[src/rtl/bus_xfer_ctrl_pkg.sv]
// Shared types for the register-transfer bus controller.
package bus_xfer_ctrl_pkg;

  // Width of the bus-settle counter; covers SETTLE values 1..15.
  localparam int unsigned CNT_W = 4;

  typedef enum logic [2:0] {
    ST_IDLE,
    ST_DRIVE,
    ST_LATCH,
    ST_HOLD,
    ST_GAP
  } state_e;

  typedef enum logic {
    OP_MOVE = 1'b0,
    OP_ALU  = 1'b1
  } op_e;

endpackage

[src/rtl/reg_sel_decode.sv]
// Index-to-one-hot register select decoder with selectable output polarity.
module reg_sel_decode #(
  parameter int unsigned NREG       = 4,
  parameter bit          ACTIVE_LOW = 1'b0,
  parameter int unsigned IDX_W      = $clog2(NREG)
) (
  input  logic [IDX_W-1:0] idx,
  input  logic             en,
  output logic [NREG-1:0]  vec
);

  logic [NREG-1:0] onehot;

  // Decode the index when enabled, then apply the requested polarity.
  always_comb begin
    onehot = '0;
    if (en) onehot[idx] = 1'b1;
    vec = ACTIVE_LOW ? ~onehot : onehot;
  end

endmodule

[src/rtl/bus_xfer_ctrl.sv]
// Sequences a register-to-register bus transfer: drive source(s), settle,
// latch destination, hold source one cycle, then a break-before-make gap.
module bus_xfer_ctrl
  import bus_xfer_ctrl_pkg::*;
#(
  parameter int unsigned NREG   = 4,
  parameter int unsigned SETTLE = 1,
  parameter int unsigned IDX_W  = $clog2(NREG)
) (
  input  logic             CLK,
  input  logic             RST,
  input  logic             REQ_valid,
  output logic             REQ_ready,
  input  logic             REQ_op,
  input  logic [IDX_W-1:0] REQ_src,
  input  logic [IDX_W-1:0] REQ_src2,
  input  logic [IDX_W-1:0] REQ_dst,
  output logic [NREG-1:0]  LOAD,
  output logic [NREG-1:0]  ASSERT_MAIN_bar,
  output logic [NREG-1:0]  ASSERT_LHS_bar,
  output logic [NREG-1:0]  ASSERT_RHS_bar,
  output logic             ALU_ASSERT_MAIN_bar,
  output logic             DONE,
  output logic             ERR
);

  state_e           state_q, state_d;
  logic [CNT_W-1:0] cnt_q, cnt_d;
  op_e              op_q, op_d;
  logic [IDX_W-1:0] src_q, src_d;
  logic [IDX_W-1:0] src2_q, src2_d;
  logic [IDX_W-1:0] dst_q, dst_d;
  logic             reject_q, reject_d;

  logic [NREG-1:0]  load_q, load_d;
  logic [NREG-1:0]  main_bar_q, main_bar_d;
  logic [NREG-1:0]  lhs_bar_q, lhs_bar_d;
  logic [NREG-1:0]  rhs_bar_q, rhs_bar_d;
  logic             alu_main_bar_q, alu_main_bar_d;
  logic             done_q, done_d;
  logic             err_q, err_d;

  logic             accept;
  logic             req_reject;
  logic             req_noop;
  logic             main_en, alu_en, load_en;

  assign accept     = REQ_valid && (state_q == ST_IDLE);
  assign req_reject = (REQ_op == OP_ALU) && ((REQ_dst == REQ_src) || (REQ_dst == REQ_src2));
  assign req_noop   = (REQ_op == OP_MOVE) && (REQ_src == REQ_dst);

  // Capture request fields on accept; otherwise keep the in-flight request.
  always_comb begin
    op_d     = op_q;
    src_d    = src_q;
    src2_d   = src2_q;
    dst_d    = dst_q;
    reject_d = reject_q;
    if (accept) begin
      op_d     = op_e'(REQ_op);
      src_d    = REQ_src;
      src2_d   = REQ_src2;
      dst_d    = REQ_dst;
      reject_d = req_reject;
    end
  end

  // Next-state logic; no-op and rejected requests skip straight to GAP.
  always_comb begin
    state_d = state_q;
    cnt_d   = cnt_q;
    unique case (state_q)
      ST_IDLE: begin
        if (accept) begin
          if (req_reject || req_noop) begin
            state_d = ST_GAP;
          end else begin
            state_d = ST_DRIVE;
            cnt_d   = CNT_W'(1);
          end
        end
      end
      ST_DRIVE: begin
        if (cnt_q == CNT_W'(SETTLE)) state_d = ST_LATCH;
        else                         cnt_d   = cnt_q + CNT_W'(1);
      end
      ST_LATCH: state_d = ST_HOLD;
      ST_HOLD:  state_d = ST_GAP;
      ST_GAP:   state_d = ST_IDLE;
      default:  state_d = ST_IDLE;
    endcase
  end

  // Strobe enables derived from the next state so every output is a flop.
  always_comb begin
    main_en        = 1'b0;
    alu_en         = 1'b0;
    load_en        = (state_d == ST_LATCH);
    if (state_d inside {ST_DRIVE, ST_LATCH, ST_HOLD}) begin
      main_en = (op_d == OP_MOVE);
      alu_en  = (op_d == OP_ALU);
    end
    alu_main_bar_d = ~alu_en;
    done_d         = (state_d == ST_GAP) && !reject_d;
    err_d          = (state_d == ST_GAP) && reject_d;
  end

  reg_sel_decode #(.NREG(NREG), .ACTIVE_LOW(1'b0), .IDX_W(IDX_W)) u_load_dec (
    .idx (dst_d),
    .en  (load_en),
    .vec (load_d)
  );

  reg_sel_decode #(.NREG(NREG), .ACTIVE_LOW(1'b1), .IDX_W(IDX_W)) u_main_dec (
    .idx (src_d),
    .en  (main_en),
    .vec (main_bar_d)
  );

  reg_sel_decode #(.NREG(NREG), .ACTIVE_LOW(1'b1), .IDX_W(IDX_W)) u_lhs_dec (
    .idx (src_d),
    .en  (alu_en),
    .vec (lhs_bar_d)
  );

  reg_sel_decode #(.NREG(NREG), .ACTIVE_LOW(1'b1), .IDX_W(IDX_W)) u_rhs_dec (
    .idx (src2_d),
    .en  (alu_en),
    .vec (rhs_bar_d)
  );

  // State, request and strobe registers; reset forces every strobe inactive.
  always_ff @(posedge CLK) begin
    if (RST) begin
      state_q        <= ST_IDLE;
      cnt_q          <= '0;
      op_q           <= OP_MOVE;
      src_q          <= '0;
      src2_q         <= '0;
      dst_q          <= '0;
      reject_q       <= 1'b0;
      load_q         <= '0;
      main_bar_q     <= '1;
      lhs_bar_q      <= '1;
      rhs_bar_q      <= '1;
      alu_main_bar_q <= 1'b1;
      done_q         <= 1'b0;
      err_q          <= 1'b0;
    end else begin
      state_q        <= state_d;
      cnt_q          <= cnt_d;
      op_q           <= op_d;
      src_q          <= src_d;
      src2_q         <= src2_d;
      dst_q          <= dst_d;
      reject_q       <= reject_d;
      load_q         <= load_d;
      main_bar_q     <= main_bar_d;
      lhs_bar_q      <= lhs_bar_d;
      rhs_bar_q      <= rhs_bar_d;
      alu_main_bar_q <= alu_main_bar_d;
      done_q         <= done_d;
      err_q          <= err_d;
    end
  end

  assign REQ_ready           = (state_q == ST_IDLE);
  assign LOAD                = load_q;
  assign ASSERT_MAIN_bar     = main_bar_q;
  assign ASSERT_LHS_bar      = lhs_bar_q;
  assign ASSERT_RHS_bar      = rhs_bar_q;
  assign ALU_ASSERT_MAIN_bar = alu_main_bar_q;
  assign DONE                = done_q;
  assign ERR                 = err_q;

endmodule

[config.mk]
export PLATFORM = sky130hd
export DESIGN_NAME = bus_xfer_ctrl
export DESIGN_NICKNAME = d
export VERILOG_FILES = /design/src/rtl/bus_xfer_ctrl_pkg.sv /design/src/rtl/reg_sel_decode.sv /design/src/rtl/bus_xfer_ctrl.sv
export SDC_FILE = /design/constraint.sdc
export NUM_CORES = 1
export LEC_CHECK = 0
export ABC_AREA = 1
export CORE_ASPECT_RATIO = 2
export CORE_UTILIZATION = 30
export CTS_CLUSTER_DIAMETER = 200
export CTS_CLUSTER_SIZE = 8
export DETAILED_ROUTE_END_ITERATION = 10
export SLEW_MARGIN = 20
export SYNTH_ARGS = -nofsm -noshare
export SYNTH_HDL_FRONTEND = slang
export SYNTH_SLANG_ARGS = --single-unit
export TNS_END_PERCENT = 1
[constraint.sdc]
create_clock -name CLK -period 1.2 [get_ports CLK]
set_input_delay 0.24 -clock CLK [delete_from_list [all_inputs] [get_ports CLK]]
set_output_delay 0.24 -clock CLK [all_outputs]
set_load 0.05 [all_outputs]
### Word-level counts from Yosys, hierarchy flattened

Index checks and enable logic that the tools add are counted.

| operators by class | value |
|---|---|
| add/sub/neg operators | 1 |
| magnitude comparators | 6 |
| equality and inequality tests | 14 |
| mux-type cells | 24 |
| bitwise operators | 7 |
| reduce and logical (&&, ||, !) cells | 16 |

Operators by type and width:

| kind | number |
|---|---|
| 4-bit two-way mux | 6 |
| 3-bit by 2-bit == test with 1-bit output (second input constant) | 4 |
| 4-bit NOT | 3 |
| 3-bit one-hot mux with 4 select lines | 1 |
| 2-bit by 3-bit < comparator with 1-bit output (second input constant) | 3 |
| 3-bit two-way mux | 3 |
| 1-bit logical AND | 8 |
| 4-bit one-hot mux with 2 select lines | 1 |
| 1-bit two-way mux | 7 |
| 1-bit demux with 2-bit select | 3 |
| 2-bit == test | 3 |
| 3-bit by 1-bit == test with 1-bit output (second input constant) | 2 |
| 2-bit by 1-bit greater-or-equal comparator with 1-bit output (second input constant) | 3 |
| 2-bit two-way mux | 3 |
| 4-bit by 1-bit adder with 4-bit output (second input constant) | 1 |
| 4-bit by 1-bit == test with 1-bit output (second input constant) | 1 |
| 2-bit != test (second input constant) | 2 |
| 1-bit NOT | 4 |
| 4-bit AND reduction | 1 |
| 3-bit == test (second input constant) | 1 |
| 3-bit logical NOT | 1 |
| 3-bit nonzero test | 1 |
| 1-bit logical OR | 2 |
| 2-bit by 1-bit != test with 1-bit output (second input constant) | 1 |
| 3 further kinds | 3 |

| storage, ports and cells | value |
|---|---|
| register bits | 34 |
| input bits | 10 |
| output and inout port bits | 20 |
| logic and storage cells | 82 |

### Logic depth before layout (Yosys ltp)

Gate-level depths: netlist of run 1.

| depth | value |
|---|---|
| depth after elaboration | 12 |
| gate-level depth with buffers | 10 |
| gate-level depth less buffers | 10 |

### Hierarchy

A second synthesis of run 1 with hierarchy kept.

| second synthesis, totals | value |
|---|---|
| cells, all modules | 207 |
| area, all modules | 1500.2 um2 |

Modules (own cells, without submodules):

| module | instances | cells each | area an instance (um2) | sequential area each (um2) |
|---|---|---|---|---|
| bus_xfer_ctrl | 1 | 178 | 1380.1 | 680.7 |
| reg_sel_decode (u_lhs_dec ...) | 3 | 7 | 30.0 | 0.0 |
| reg_sel_decode (u_load_dec) | 1 | 8 | 30.0 | 0.0 |

### Worst setup path before layout of run 1

Ideal clock, no wire load.

| path | value |
|---|---|
| kind | register -> register |
| from | register state_q[1] |
| to | register lhs_bar_q[2] (netlist: ASSERT_LHS_bar[2]) |
| setup time | 0.133 ns |
| arrival | 1.570 ns |
| data required time | 1.067 ns |
| path slack | -0.503 ns |
| cell stages (with the launch flop) | 8 |
| path buffers | 1 |
| clock period less this slack | 1.703 ns |
| cells stage by stage | dfxtp_1 nor3_4 nand2_2 buf_6 o21ai_2 nand2_1 nor2_1 nand3_1 |

| between the ends | value |
|---|---|
| word-level cells in the longest chain between the ends | 9 |
| elaborated cells between the ends (all ways) | 22 |
| classes of those cells | 2 x order compare; 6 x eq/ne; 9 x mux; 1 x bitwise; 4 x reduce/logical |

RTL lines:

| element | line | text |
|---|---|---|
| from (decl) | bus_xfer_ctrl.sv:27 | `state_e state_q, state_d;` |
| from (signal assigned) | bus_xfer_ctrl.sv:150 | `state_q <= state_d;` |
| 3-bit logical NOT (*) | n/a |  |
| net REQ_ready | bus_xfer_ctrl.sv:13 | `output logic REQ_ready,` |
| 1-bit logical AND | bus_xfer_ctrl.sv:48 | `assign accept = REQ_valid && (state_q == ST_IDLE);` |
| 2-bit two-way mux / 3-bit two-way mux (equally long branches) | bus_xfer_ctrl.sv:59, bus_xfer_ctrl.sv:74 |  |
| 2-bit by 3-bit < comparator with 1-bit output (not written as such), or another cell as far along | reg_sel_decode.sv:17 | `if (en) onehot[idx] = 1'b1;` |
| 1-bit logical AND (not written as such), or another cell as far along | reg_sel_decode.sv:17 |  |
| 1-bit two-way mux (not written as such) / 3-bit nonzero test (equally long branches) | reg_sel_decode.sv:17, bus_xfer_ctrl.sv:99 |  |
| 1-bit demux with 2-bit select / 1-bit two-way mux (equally long branches) | n/a |  |
| 4-bit two-way mux (*) | reg_sel_decode.sv:17 |  |
| 4-bit NOT (*) | reg_sel_decode.sv:18 | `vec = ACTIVE_LOW ? ~onehot : onehot;` |
| to (signal assigned) | bus_xfer_ctrl.sv:159 | `lhs_bar_q <= lhs_bar_d;` |
| to (decl) | bus_xfer_ctrl.sv:37 | `logic [NREG-1:0] lhs_bar_q, lhs_bar_d;` |

Mark *: on every way through the listed nets, which the timed path passes. The rest lies on a longest branch.
A chain may end at the register's enable or synchronous reset.

### Worst setup path in the final report of run 1

| path | value |
|---|---|
| from | register state_q[0] |
| to | register main_bar_q[1] (netlist: ASSERT_MAIN_bar[1]) |

| between the ends | value |
|---|---|
| word-level cells in the longest chain between the ends | 9 |
| elaborated cells between the ends (all ways) | 23 |
| classes of those cells | 2 x order compare; 6 x eq/ne; 9 x mux; 2 x bitwise; 4 x reduce/logical |

RTL lines:

| element | line | text |
|---|---|---|
| 3-bit logical NOT | bus_xfer_ctrl.sv:48, bus_xfer_ctrl.sv:72 |  |
| 1-bit logical AND | bus_xfer_ctrl.sv:48 |  |
| 2-bit two-way mux / 3-bit two-way mux (equally long branches) | bus_xfer_ctrl.sv:59, bus_xfer_ctrl.sv:74 |  |
| 2-bit by 3-bit < comparator with 1-bit output (not written as such), or another cell as far along | reg_sel_decode.sv:17 |  |
| 1-bit logical AND (not written as such), or another cell as far along | reg_sel_decode.sv:17 |  |
| 1-bit two-way mux (not written as such) / 3-bit nonzero test (equally long branches) | reg_sel_decode.sv:17, bus_xfer_ctrl.sv:99 |  |
| 1-bit demux with 2-bit select / 1-bit two-way mux (equally long branches) | n/a |  |
| 4-bit two-way mux (*) | reg_sel_decode.sv:17 |  |
| 4-bit NOT (*) | reg_sel_decode.sv:18 |  |
| to (signal assigned) | bus_xfer_ctrl.sv:158 | `main_bar_q <= main_bar_d;` |
| to (decl) | bus_xfer_ctrl.sv:36 | `logic [NREG-1:0] main_bar_q, main_bar_d;` |

Every way passes the cells marked *; elsewhere a longest branch is shown, timed or not.

==> out/results.tsv, run 1 <==
stage	metric	value	unit
clocking	CTS tree	built	
die	die area	0.00490	sq mm
run	max cap viols	0	
sta	Final Cycle Share	117	%
routing	Antenna Nets Post-Route	0	
critical_path	CP Launch Type	flip-flop	
clocking	CTS clk-pin slew, worst paths	0.06	ns
global_route	first-pass GRT wire length	5670	um
logic_synthesis	syn nets	188	
cells_and_area	area grow syn2layout	69.3	%
cells_and_area	design area	0.00234	sq mm
logic_synthesis	register bit total from synthesis	34	
critical_path	Worst EP required	1.37	ns
cells_and_area	most common cell after layout, fill and taps aside	dfxtp_1	
die	Die Wd	50.0	um
sta	Final Slew Violations	0	
logic_synthesis	Syn Area/Cell	7.86	sq um
sta	RSZ-0062 raised after global routing	true	
cells_and_area	commonest non-fill, non-tap cells in the layout	31 x dfxtp_1, 30 x nand2_1, 28 x inv_1, 26 x buf_4, 22 x buf_12	
critical_path	Arrival @ worst endpoint	1.57	ns
global_route	All-Layer GR Usage	15.3	%
cells_and_area	Final Net Count	250	
global_route	initial antenna violation count	0	
global_route	grt ovf	0	
pwr	Power Dens Cells	1350	mW/mm^2
logic_synthesis	Mapped Cells	176	
logic_synthesis	number of distinct library cells after synthesis	23	
sta	Worst Max-Slew Pin Slew	0.252	ns
global_route	pin count of the biggest net entering global routing	12	
critical_path	crit-path max FO	10	
global_route	vias in the first global route	1352	
routing	vias post-DR	1346	
clocking	Worst-Skew Late Latency	0.28	ns
sta	Hold Violations, Final	0	
routing	drt pass-1 iters	4	
critical_path	flop-to-flop setup slack	-0.20	ns
logic_synthesis	register area share after synthesis	49.2	%
place	placer's final routability congestion estimate	0.901	
clocking	Hold Buf Count CTS	0	
routing	final WL	3350	um
critical_path	Worst setup EP type	flip-flop	
cells_and_area	Filler cells	409	
critical_path	max incr delay on CP	0.34	ns
die	die height	98.1	um
pwr	P_leak	1.06	nW
status	failing checks	setup timing	
sta	clk_skew	0.00267	ns
logic_synthesis	Synth Warn #	0	
worst_hold_path	Worst Hold Class	input port to flip-flop	
cells_and_area	number of diodes	0	
critical_path	CP delay by family, top	simple AND/OR/NAND/NOR gates	
critical_path	Buf+Inv Stages, Crit Path	1	
clocking	Root Buffer	clkbuf_8	
clocking	Longest Clk Path Bufs	2	
routing	initial drt markers	34	
critical_path	slowest CP cell	dfxtp_2	
die	Starting Density	31.6	%
critical_path	worst-path cell chain	nor3_4 > nand2_2 > buf_12 > o21ai_4 > nand2_2 > nor2_2 > nand3_1	
place	Port-buffer cells	29	
cells_and_area	layout cells sized above 1	40.5	%
sta	# setup viols final	31	
place	post-place setup slack	-0.585	ns
clocking	Sink Count	34	
clocking	CTS Buf Count	5	
logic_synthesis	Mapped Area	0.00138	sq mm
clocking	H-tree depth	2	
critical_path	critical path class	flip-flop to flip-flop	
die	CORE AREA	0.00438	sq mm
place	placed inst area	0.00217	sq mm
die	row count	34	
sta	Max Freq	714	MHz
sta	min cycle time layout	1.40	ns
critical_path	most frequent CP cell	nand2_2	
routing	wire per inst	11.5	um
sta	final worst setup slack	-0.201	ns
status	outcome	finished with violations	
sta	Rel. slew slack	83.2	%
routing	via density per instance	4.63	
die	Top Ports	30	
place	hpwl dp	2500	um
pwr	worst vdd ir	0.000958	V
routing	drc violations	0	
[per-layer routing]
layer,vias to the layer above,global-route usage [%],part of all wire (%)
met4,0,11.0,4.3
met5,-,0,0
li1,677,-,-
met1,623,14.1,34
met3,12,2.49,3.0
met2,34,28.4,59
[final cells by class]
class	instances	area [sq um]	share of cell area (%)
Timing Repair Buffer	59	744	31.8
Sequential cell	34	684	29.2
Multi-Input combinational cell	108	651	27.8
Inverter	30	113	4.81
Clock buffer	6	82.6	3.53
Tap cell	54	67.6	2.88
[power breakdown]
part,switching [mW],internal (mW),leakage [nW]
Sequential,0.0561,1.21,0.278
Combinational,0.578,0.489,0.737
Clock,0.384,0.442,0.0431
[cells by family after synthesis]
family                   synth area share [%]
AO/OA/AOI/OAI                            8.77
XOR/XNOR                                0.633
adder cells (fa/ha/maj)                  1.81
buffers and inverters                    10.6
flip-flops                               49.2
AND/OR/NAND/NOR                          29.0
[repair_timing]
action	CTS	global route
buffers inserted	0	0
setup endpoints to repair	32	35
gates resized for setup	22	11
pin swaps	8	3
[registers in the layout (all words and copies together) (netlist names)]
| register | count |
|---|---|
| ALU_ASSERT_MAIN_bar | 1 |
| ASSERT_LHS_bar | 4 |
| ASSERT_MAIN_bar | 4 |
| ASSERT_RHS_bar | 4 |
| DONE | 1 |
| ERR | 1 |
| LOAD | 4 |
| cnt_q | 4 |
| dst_q | 2 |
| op_q | 1 |
| reject_q | 1 |
| src2_q | 2 |
| src_q | 2 |
| state_q | 3 |
[cell usage after synthesis]
cell type	instances	share of area, %
nor3_4	1	1.2
nand3_1	21	7.6
clkbuf_1	1	0.27
buf_6	2	1.6
o211ai_1	1	0.54
nor2_1	14	3.8
inv_2	2	0.54
nor2_2	1	0.45
o21ai_1	2	0.72
ha_1	2	1.8
buf_4	1	0.54
nor2_4	1	0.81
a21oi_1	6	2.2
o21ai_0	1	0.36
o21ai_2	7	4.4
nor3_1	5	1.8
inv_1	28	7.6
o31ai_1	1	0.54
nand2_2	4	1.8
nand2_1	36	9.8
xnor2_1	1	0.63
dfxtp_1	34	49
nand4_1	4	1.8
[tightest hold or removal path: stages]
cell and delay [ns]:
dlygate4sd2_1 0.24, buf_4 0.12, o21ai_2 0.07, nand4_1 0.09
[path summary, 6_finish.rpt]
check / startpoint / to / depth (start not counted)
max: state_q[0] / ASSERT_MAIN_bar[1] / 7
min reg2reg: cnt_q[3] / cnt_q[3] / 2
min: REQ_src2[0] / ASSERT_RHS_bar[2] / 4
max reg2reg: state_q[0] / ASSERT_MAIN_bar[1] / 7
[metrics by stage]
stage | hold WS (ns) | setup TNS [ns] | instances | power [mW] | utilization [%]
floorplan | 0.313 | -12.57 | 176 | 1.82 | -
global placement | 0.494 | -13.95 | 285 | 2.26 | 49.5
detailed placement | 0.494 | -14.62 | 285 | 2.28 | 49.5
CTS | 0.503 | -4.62 | 291 | 3.13 | 52.5
global route | 0.547 | -7.12 | 291 | 3.33 | 53.5
finish | 0.514 | -3.80 | 291 | 3.16 | 53.5
No activity file was read; power rests on OpenSTA's default activity.
==> run 2: changes to the inputs <==
--- a/config.mk
+++ b/config.mk
@@ -11,6 +11,7 @@
 export CTS_CLUSTER_DIAMETER = 200
 export CTS_CLUSTER_SIZE = 8
 export DETAILED_ROUTE_END_ITERATION = 10
+export MAX_ROUTING_LAYER = met4
 export SLEW_MARGIN = 20
 export SYNTH_ARGS = -nofsm -noshare
 export SYNTH_HDL_FRONTEND = slang
==> run 2 against run 1 <==
Effect of this change: the flow still finishes with violations (setup timing); first-iteration DRC count is 8.8% higher; via count did not move; critical path depth unchanged; worst hold slack is essentially flat; final area unchanged; register-to-register slack about the same; clock skew about the same; sequential power hardly changed; utilization stayed put; fmax did not move; flip-flop and latch count stayed put; critical endpoint unchanged.
==> out/results.tsv, run 2 (synthesis gave the netlist of run 1 again) <==
stage	metric	value	unit
routing	initial drt markers	37	
run	max cap viols	0	
die	row count	34	
critical_path	reg2reg start	state_q[0]	
clocking	Root Buffer	clkbuf_8	
clocking	Sink Count	34	
clocking	Longest Clk Path Bufs	2	
critical_path	most frequent CP cell	nand2_2	
clocking	CTS tree	built	
sta	# setup viols final	31	
critical_path	CP delay by family, top	simple AND/OR/NAND/NOR gates	
clocking	Worst-Skew Late Latency	0.28	ns
routing	vias post-DR	1346	
pwr	Net Sw Frac	32.2	%
pwr	Power Dens Cells	1350	mW/mm^2
cells_and_area	commonest non-fill, non-tap cells in the layout	31 x dfxtp_1, 30 x nand2_1, 28 x inv_1, 26 x buf_4, 22 x buf_12	
routing	final WL	3350	um
pwr	Tot Pwr	3.16	mW
sta	final worst setup slack	-0.201	ns
worst_hold_path	Worst Hold Class	input port to flip-flop	
global_route	All-Layer GR Usage	15.7	%
routing	Antenna Nets Post-Route	0	
global_route	initial antenna violation count	0	
cells_and_area	most common cell after layout, fill and taps aside	dfxtp_1	
critical_path	Worst EP required	1.37	ns
routing	wire per inst	11.5	um
critical_path	r2r endpoint	ASSERT_MAIN_bar[1]	
critical_path	Worst setup EP type	flip-flop	
cells_and_area	Filler cells	409	
clocking	Hold Buf Count CTS	0	
sta	Max Freq	714	MHz
clocking	Setup Fix Bufs, Post-CTS	0	
routing	via density per instance	4.63	
critical_path	worst-path cell chain	nor3_4 > nand2_2 > buf_12 > o21ai_4 > nand2_2 > nor2_2 > nand3_1	
global_route	vias in the first global route	1352	
clocking	CTS Buf Count	5	
critical_path	CP Launch Type	flip-flop	
pwr	Gate power share	33.8	%
pwr	internal power component	2.14	mW
cells_and_area	area grow syn2layout	69.3	%
critical_path	Crit. Startpoint	state_q[0]	
sta	Rel. slew slack	83.2	%
critical_path	Arrival @ worst endpoint	1.57	ns
sta	min cycle time layout	1.40	ns
critical_path	slowest CP cell	dfxtp_2	
die	Starting Density	31.6	%
die	Top Ports	30	
critical_path	WP depth	7	
global_route	grt ovf	0	
status	outcome	finished with violations	
pwr	Clk pwr share	26.1	%
sta	Final Slew Violations	0	
critical_path	Buf+Inv Stages, Crit Path	1	
critical_path	crit-path max FO	10	
place	placed cell count	285	
die	die area	0.00490	sq mm
place	Port-buffer cells	29	
die	Die Wd	50.0	um
clocking	H-tree depth	2	
pwr	P_leak	1.06	nW
place	post-place setup slack	-0.585	ns
critical_path	r2r worst-path depth	7	
sta	final hold slack	0.514	ns
critical_path	critical path class	flip-flop to flip-flop	
routing	drc violations	0	
cells_and_area	Final Net Count	250	
critical_path	Critical path destination	ASSERT_MAIN_bar[1]	
global_route	first-pass GRT wire length	5660	um
pwr	Net Switching	1.02	mW
clocking	CTS clk-pin slew, worst paths	0.06	ns
routing	drt pass-1 iters	4	
cells_and_area	Post-Layout Cell Count	291	
cells_and_area	number of diodes	0	
status	failing checks	setup timing	
pwr	Seq pwr share	40.0	%
cells_and_area	layout cells sized above 1	40.5	%
die	die height	98.1	um
critical_path	max incr delay on CP	0.34	ns
sta	Final Cycle Share	117	%
sta	Worst Max-Slew Pin Slew	0.252	ns
sta	Hold Violations, Final	0	
die	CORE AREA	0.00438	sq mm
global_route	pin count of the biggest net entering global routing	12	
sta	clk_skew	0.00267	ns
place	hpwl dp	2500	um
critical_path	flop-to-flop setup slack	-0.20	ns
place	placer's final routability congestion estimate	0.916	
sta	RSZ-0062 raised after global routing	true	
pwr	worst vdd ir	0.000958	V
[run 2: cell counts in the layout (fill, tap and decap cells not counted)]
Identical to the previous run, type by type.
[run 2: per-stage QoR]
step	TNS (ns)	utilization (%)	cell area, sq um
after detailed placement	-14.62	49.5	2170
after global routing	-7.12	53.5	2340
after floorplan	-12.57	-	1400
final	-3.80	53.5	2340
after global placement	-13.95	49.5	2170
after CTS	-4.62	52.5	2300
[run 2: power by group through the flow]
| stage | registers, mW | clock network [mW] | logic [mW] |
|---|---|---|---|
| floorplan | 1.35 | 0 | 0.468 |
| global placement | 1.28 | 0 | 0.980 |
| detailed placement | 1.29 | 0 | 0.989 |
| CTS | 1.26 | 0.836 | 1.03 |
| global route | 1.27 | 0.896 | 1.16 |
| finish | 1.27 | 0.826 | 1.07 |
[run 2: worst reg2reg max path: cells and delay by family (launching register included)]
kind	cells	cell delay [ns]
AND/OR/NAND/NOR	5	0.64
flip-flops	1	0.34
buffers and inverters	1	0.16
AO/OA/AOI/OAI	1	0.14
[run 2: cell type report]
cell class	instances	area [sq um]	area share, %
clock buffer	6	82.6	3.53
inverter	30	113	4.81
multi-input combinational	108	651	27.8
sequential	34	684	29.2
tap	54	67.6	2.88
timing repair buffer	59	744	31.8
[run 2: worst min-delay path by stage]
| stage | startpoint | depth (start not counted) | slack, ns | end |
|---|---|---|---|---|
| after detailed placement | cnt_q[3] | 2 | 0.49 | cnt_q[3] |
| after CTS | cnt_q[3] | 2 | 0.50 | cnt_q[3] |
| final | REQ_src2[0] | 4 | 0.51 | ASSERT_RHS_bar[2] |
| after global placement | cnt_q[3] | 2 | 0.49 | cnt_q[3] |
| after floorplan | RST | 1 | 0.31 | state_q[2] |
| after global routing | REQ_src2[1] | 4 | 0.55 | ASSERT_RHS_bar[1] |
[run 2: timing repair]
action	in CTS	in global routing
resized for setup	22	11
pin swaps	8	3
setup endpoints to repair	32	35
cloned	0	0
[run 2: layer usage]
metal | GRT usage, % | vias to the layer above | wire, um
met5 | - | - | 0
met4 | 11.0 | 0 | 147
met3 | 2.49 | 12 | 104
met2 | 28.4 | 34 | 1960
met1 | 14.1 | 623 | 1140
li1 | - | 677 | -
